**src/rtl/circle_scheduler.sv**
```systemverilog
// -----------------------------------------------------------------------------
// circle_scheduler
//
// Queues circle-draw requests from the GUI command logic in a DEPTH-entry FIFO
// and issues them one at a time to the circle engine over its start/done
// handshake. The engine parameters are held stable for the whole draw.
//
// Ports
//   clk, rst_n           rising-edge clock, asynchronous active-low reset
//   cmd_valid/cmd_ready  request handshake (ready = !full && !flush)
//   cmd_cx/cy/radius/colour  request payload
//   flush                discard every queued, not-yet-issued request
//   eng_start/eng_done   engine handshake
//   eng_cx/cy/radius/colour  parameters of the draw in progress
//   busy                 scheduler is not idle
//   pending              queued requests, excluding the one being drawn
//   drawn_count          completed draws, wraps modulo 2^CNT_W
// -----------------------------------------------------------------------------
module circle_scheduler #(
    parameter int unsigned DEPTH = 4,
    parameter int unsigned CNT_W = 16
) (
    input  logic                     clk,
    input  logic                     rst_n,
    input  logic                     cmd_valid,
    output logic                     cmd_ready,
    input  logic [7:0]               cmd_cx,
    input  logic [6:0]               cmd_cy,
    input  logic [7:0]               cmd_radius,
    input  logic [2:0]               cmd_colour,
    input  logic                     flush,
    output logic                     eng_start,
    input  logic                     eng_done,
    output logic [7:0]               eng_cx,
    output logic [6:0]               eng_cy,
    output logic [7:0]               eng_radius,
    output logic [2:0]               eng_colour,
    output logic                     busy,
    output logic [$clog2(DEPTH):0]   pending,
    output logic [CNT_W-1:0]         drawn_count
);

    localparam int unsigned AW = $clog2(DEPTH);
    localparam int unsigned PW = AW + 1;
    localparam int unsigned EW = 8 + 7 + 8 + 3;

    typedef logic [EW-1:0] entry_t;

    typedef enum logic [1:0] {
        ST_IDLE  = 2'd0,
        ST_RUN   = 2'd1,
        ST_DRAIN = 2'd2
    } state_t;

    // -------------------------------------------------------------------------
    // FIFO storage and pointers
    // -------------------------------------------------------------------------
    entry_t         mem_q [DEPTH];
    logic [PW-1:0]  wr_ptr_q, wr_ptr_d;
    logic [PW-1:0]  rd_ptr_q, rd_ptr_d;
    logic [PW-1:0]  fill;
    logic           full;
    logic           push;
    logic           pop;
    entry_t         head;
    entry_t         cmd_entry;

    // -------------------------------------------------------------------------
    // Control and engine-side registers
    // -------------------------------------------------------------------------
    state_t             state_q, state_d;
    logic               eng_start_q, eng_start_d;
    logic               busy_q, busy_d;
    entry_t             eng_q, eng_d;
    logic [CNT_W-1:0]   drawn_q, drawn_d;

    // Pointers carry one extra wrap bit so full and empty are distinguishable.
    assign fill      = wr_ptr_q - rd_ptr_q;
    assign full      = (fill == PW'(DEPTH));
    assign cmd_ready = !full && !flush;
    assign pending   = fill;

    assign push      = cmd_valid && cmd_ready;
    assign pop       = (state_q == ST_IDLE) && (fill != '0) && !flush;

    assign cmd_entry = {cmd_cx, cmd_cy, cmd_radius, cmd_colour};
    assign head      = mem_q[rd_ptr_q[AW-1:0]];

    always_comb begin
        wr_ptr_d = wr_ptr_q;
        rd_ptr_d = rd_ptr_q;
        if (flush) begin
            wr_ptr_d = '0;
            rd_ptr_d = '0;
        end else begin
            wr_ptr_d = wr_ptr_q + PW'(push);
            rd_ptr_d = rd_ptr_q + PW'(pop);
        end
    end

    always_ff @(posedge clk or negedge rst_n) begin
        if (!rst_n) begin
            wr_ptr_q <= '0;
            rd_ptr_q <= '0;
        end else begin
            wr_ptr_q <= wr_ptr_d;
            rd_ptr_q <= rd_ptr_d;
        end
    end

    // Storage needs no reset: an entry is only read after it has been written.
    always_ff @(posedge clk) begin
        if (push) begin
            mem_q[wr_ptr_q[AW-1:0]] <= cmd_entry;
        end
    end

    // -------------------------------------------------------------------------
    // Issue FSM
    // -------------------------------------------------------------------------
    always_comb begin
        state_d = state_q;
        eng_d   = eng_q;
        drawn_d = drawn_q;

        unique case (state_q)
            ST_IDLE: begin
                // A done still high here is stale and deliberately ignored.
                if (pop) begin
                    eng_d   = head;
                    state_d = ST_RUN;
                end
            end
            ST_RUN: begin
                if (eng_done) begin
                    drawn_d = drawn_q + CNT_W'(1);
                    state_d = ST_DRAIN;
                end
            end
            ST_DRAIN: begin
                // Wait for the engine to return to its init state before the
                // next start, otherwise the old done would end the next draw.
                if (!eng_done) begin
                    state_d = ST_IDLE;
                end
            end
            default: begin
                state_d = ST_IDLE;
            end
        endcase

        // Outputs are registered from the next state so they change exactly
        // with the state transition.
        eng_start_d = (state_d == ST_RUN);
        busy_d      = (state_d != ST_IDLE);
    end

    always_ff @(posedge clk or negedge rst_n) begin
        if (!rst_n) begin
            state_q     <= ST_IDLE;
            eng_start_q <= 1'b0;
            busy_q      <= 1'b0;
            eng_q       <= '0;
            drawn_q     <= '0;
        end else begin
            state_q     <= state_d;
            eng_start_q <= eng_start_d;
            busy_q      <= busy_d;
            eng_q       <= eng_d;
            drawn_q     <= drawn_d;
        end
    end

    assign eng_start   = eng_start_q;
    assign busy        = busy_q;
    assign drawn_count = drawn_q;
    assign {eng_cx, eng_cy, eng_radius, eng_colour} = eng_q;

endmodule

```
**config.mk**
```make
export PLATFORM = sky130hd
export DESIGN_NAME = circle_scheduler
export DESIGN_NICKNAME = d
export VERILOG_FILES = /design/src/rtl/circle_scheduler.sv
export SDC_FILE = /design/constraint.sdc
export NUM_CORES = 1
export LEC_CHECK = 0
export ABC_CLOCK_PERIOD_IN_PS = 6300
export CORE_MARGIN = 2
export CORE_UTILIZATION = 46
export DETAILED_ROUTE_END_ITERATION = 16
export PLACE_DENSITY = 0.69
export SLEW_MARGIN = 10
export SYNTH_ARGS = -nofsm -noshare
export SYNTH_HDL_FRONTEND = slang
export SYNTH_SLANG_ARGS = --single-unit
```
**constraint.sdc**
```tcl
create_clock -name clk -period 6.3 [get_ports clk]
set_input_delay 1.26 -clock clk [delete_from_list [all_inputs] [get_ports clk]]
set_output_delay 1.26 -clock clk [all_outputs]
set_load 0.05 [all_outputs]
```
Yosys cells after proc, flatten, opt, wreduce, memory -nomap -nowiden
Memory sizes are Yosys's and may differ from the RTL's. A register that Yosys moved wholly into a read port is not among the register bits.
Cells that the tools add are included.
{ "totals": {"regBits": 26, "ramBits": 104, "input_bits": 31, "out_inout_bits": 48, "word_cells": 35, "memories": 1} }
{ "classes": {"addsub": 4, "n_eq_ne": 4, "mux": 8, "n_reduce_logical": 12} }
{ "memory_table": {"columns": ["name", "depth", "width", "rd", "rd_ports_with_merged_regs", "write_ports", "line", "text"], "rows": [
  ["mem_q", 4, 26, 1, 1, 1, "58", "entry_t mem_q [DEPTH];"]
]} }
{ "op_table": {"columns": ["operator", "n"], "rows": [
  ["$add 16x1->16 const B", 1],
  ["$add 3x1->3", 2],
  ["$mux 2", 3],
  ["$mux 3", 2],
  ["$pmux 2 s3", 1],
  ["$eq 2x1->1 const B", 2],
  ["$logic_and 1x1->1", 4],
  ["$reduce_and 2->1", 2],
  ["$eq 3x3->1 const B", 1],
  ["$logic_not 1->1", 3],
  ["$reduce_bool 3->1", 1],
  ["$sub 3x3->3", 1],
  ["$eq 2x2->1 const B", 1],
  ["$logic_not 2->1", 1],
  ["$mux 1", 2],
  ["$reduce_bool 2->1", 1]
]} }

Depth between registers and ports, before layout
{ "logic_depth": {"ltp_word": 7, "mapped_depth": 11, "ltp_nobuf": 11} }

Least setup slack after synthesis
No wires, ideal clock.
{ "synth_path": {"kind": "reg2reg", "startpoint": "reg wr_ptr_q[0]", "endpoint": "mem mem_q[2][0] (netlist bit) (enable)", "setup_ps": 442, "arrival_time_ps": 4463, "t_required_ps": 5858, "path_slack_ps": 1396, "path_stages_with_launch": 8, "path_buffers": 0, "synth_period_minus_slack_ps": 4904, "path_cell_list": "dfrtp_1 > inv_1 > ha_1 > fa_1 > xor3_2 > a31oi_1 > nand2_1 > nor3_1"} }
{ "synth_via": {"elab_chain_len": 7} }
{ "synth_rtl": {"columns": ["item", "line", "text"], "rows": [
  ["start, declared", "59", "logic [PW-1:0] wr_ptr_q, wr_ptr_d;"],
  ["start signal, assigned", "106", "wr_ptr_q <= wr_ptr_d;"],
  ["$sub 3x3->3", "78", "assign fill = wr_ptr_q - rd_ptr_q;"],
  ["net pending[2]", "39", "output logic [$clog2(DEPTH):0] pending,"],
  ["$eq 3x3->1", "79", "assign full = (fill == PW'(DEPTH));"],
  ["$logic_not 1->1", "80", "assign cmd_ready = !full && !flush;"],
  ["$logic_and 1x1->1", "80", null],
  ["net cmd_ready", "26", "output logic cmd_ready,"],
  ["$logic_and 1x1->1", "83", "assign push = cmd_valid && cmd_ready;"],
  ["$mux 1", "113", "if (push) begin"],
  ["$mux 1 (not written as such)", "114", "mem_q[wr_ptr_q[AW-1:0]] <= cmd_entry;"],
  ["end, declared", "58", null]
]} }
The timed path passes the listed nets, and every way through them passes these cells.

Worst setup path in the final report
{ "layout_path": {"startpoint": "reg rd_ptr_q[0]", "endpoint": "out cmd_ready"} }
{ "layout_via": {"elab_chain_len": 4} }
{ "layout_rtl": {"columns": ["item", "line", "text"], "rows": [
  ["start, declared", "60", "logic [PW-1:0] rd_ptr_q, rd_ptr_d;"],
  ["start signal, assigned", "107", "rd_ptr_q <= rd_ptr_d;"],
  ["$sub 3x3->3", "78", null],
  ["$eq 3x3->1", "79", null],
  ["$logic_not 1->1", "80", null],
  ["$logic_and 1x1->1", "80", null],
  ["end, declared", "26", null]
]} }
Every way passes these cells.

==> metrics.yaml <==
io-pin-count: 79
grt_max_degree: 53
antenna_cells: 0
grt_overflow: 0
fill_cells: 988
cts_tree: "yes"
final_common_cell: "edfxtp_1"
min_period_ps: 4492
cts.sinks: 156
nets: 430
clockRootBuffer: "clkbuf_16"
ctsHoldBuffers: 0
row_count: 41
netlist_area_sq_um: 5952
coreArea_sq_um: 12620
critPathSlowestCell: "dfrtp_2"
max-vdd-ir-drop_mv: 0.2496
dr.pass1.iters: 4
path_cells: "ha_1, fa_1, xor3_2, a31oi_1, clkdlybuf4s50_1"
final.setup.tns_ps: 0
ctsResizeCount: 0
cts_max_level: 4
start_util_pct: 47.16
grt_pass1_vias: 3081
slew_violations: 0
cellPowerDensity_nw_per_um2: 456.3
cp-start-kind: "flop"
synth_cells: 297
status: "complete, no violations"
synth_edf_count: 104
relSlewSlack_pct: 37.28
fp.dieH_microns: 117.8
synth_seq_cells: 156
tightest_slew_ps: 940.8
vias_per_cell: 5.159
port_buffers: 78
skew_ps: 6.495
drv_cap: 0
post_synth_num_cell_types: 31
grt_pass1_wl_mm: 16.29
clk_latency_ps: 420
first_iter_violations: 158
place_inst: 545
area_delta_synth_final_pct: 26.76
async_flop_share_pct: 33.33
yosysWarnings: 0
setup_viol: 0
cts_made_buffers: 17
ant_nets: 0
arrival_ps: 3230
hpwl_mm: 5.974
layout_common_cells: "104 x edfxtp_1, 77 x clkdlybuf4s50_1, 51 x dfrtp_1, 26 x mux4_2, 25 x mux2_2"
path_clk_slew_ps: 60
worst_slack_ps: 1808
clockBufferDepth: 2
place_ws_ps: 2107
crit_path_end_kind: "output port"
slowest_delay_ps: 990
die_area_sq_um: 13870
hp-class: "reg -> reg"
required_ps: 5040
grt_use_total_pct: 15.86
post_cts_buffers: 0
yosysSeqAreaShare_pct: 74.33
antenna_found_initial: 0
drive_above_1_share_pct: 23.70
syn_avg_cell_area_sq_um: 20.04
drc: 0
wirelength_mm: 10.17
fmax_mhz: 222.6
gp_congestion: 0.8083
p_leak_nw: 2.778
syn_nets: 335
synth-main-ff-cell: "edfxtp_1"
vias: 2977
finalCritPeriodShare_pct: 71.30
stdcell_count: 577
crit_type: "reg -> out"
wl_per_cell_microns: 17.63
cp_max_fo: 28
hold_violations: 0
die_x_microns: 117.8
rsz0062_at_grt: "false"
[stage by stage]
step                      power, mW  instance area [sq um]  hold WS (ps)  util (%)
after floorplan               2.129                   5952         510.6         -
final                         3.443                   7545         481.8     59.79
after detailed placement      2.461                   6948         470.3     55.06
after global placement        2.449                   6948         463.9     55.06
after global routing          3.599                   7545         493.8     59.79
after CTS                     3.491                   7545         478.1     59.79
[kinds of logic after synthesis]
group	count (synthesis)	synth area share [%]
flops	156	74.33
simple gates	41	3.679
buf+inv	16	1.598
fa+ha+maj	7	1.598
mux	53	14.95
compound gates	6	0.9249
xor+xnor	18	2.922
[layout make-up]
cell class                 count  area [sq um]  area share [%]
sequential                   156          4425           58.66
multi-input combinational    125          1453           19.25
timing repair buffer          85         828.3           10.98
clock buffer                  18         429.2           5.688
tap                          172         215.2           2.852
clock inverter                14         167.7           2.222
inverter                       7         26.28          0.3483
[registers in the layout (all words and copies together) (netlist names)]
signal / flops
eng_q: 26
mem_q: 104
eng_start: 1
state_q: 2
wr_ptr_q: 3
busy: 1
rd_ptr_q: 3
drawn_count: 16
[cell usage after synthesis, types with 2 or more instances]
cell      count  area [sq um]
a22oi_1       2         15.01
and3_1        5         31.28
buf_4         3         22.52
buf_6         3         33.78
clkbuf_1      2         7.510
dfrtp_1      52          1301
edfxtp_1    104          3123
ha_1          6         75.07
inv_1         7         26.28
mux2_1        2         22.52
mux2_2       25         281.5
mux4_2       26         585.6
nand2_1       5         18.77
nand3_1       8         40.04
nand4_1       2         12.51
nor2_1        5         18.77
nor2b_1       5         31.28
nor3_1        6         30.03
nor4_1        2         12.51
xnor2_1      10         87.58
xor2_1        7         61.31
[final timing paths]
kind / endpoint / from / slack [ps] / cells past startpoint
min in group asynchronous: busy / rst_n / 980 / 2
min: drawn_count[15] / drawn_count[15] / 480 / 1
max in group asynchronous: rd_ptr_q[0] / rst_n / 4830 / 2
min reg2reg: drawn_count[15] / drawn_count[15] / 480 / 1
max: cmd_ready / rd_ptr_q[0] / 1810 / 5
max reg2reg: rd_ptr_q[2] / rd_ptr_q[0] / 3150 / 10
[critical path, delay by kind of cell (launching register included)]
family	cells	cell delay, ps
AO/OA/AOI/OAI	1	220
buffers and inverters	1	840
flip-flops	1	990
XOR/XNOR	1	300
adder cells (fa/ha/maj)	2	480
[power breakdown]
part           leakage [nW]  internal [mW]  switching (mW)
sequential             1.60           1.24           0.114
clock                 0.288          0.623           0.392
combinational         0.895          0.447           0.624
[per-layer routing]
layer	track usage, %	share of wire (%)	up-vias
met3	6.977	5.5	4
met4	4.292	0.31	0
met1	20.39	44	1540
met2	24.78	50	79
li1	-	-	1354
met5	0	0	-
Power figures use the tool's default switching activity.
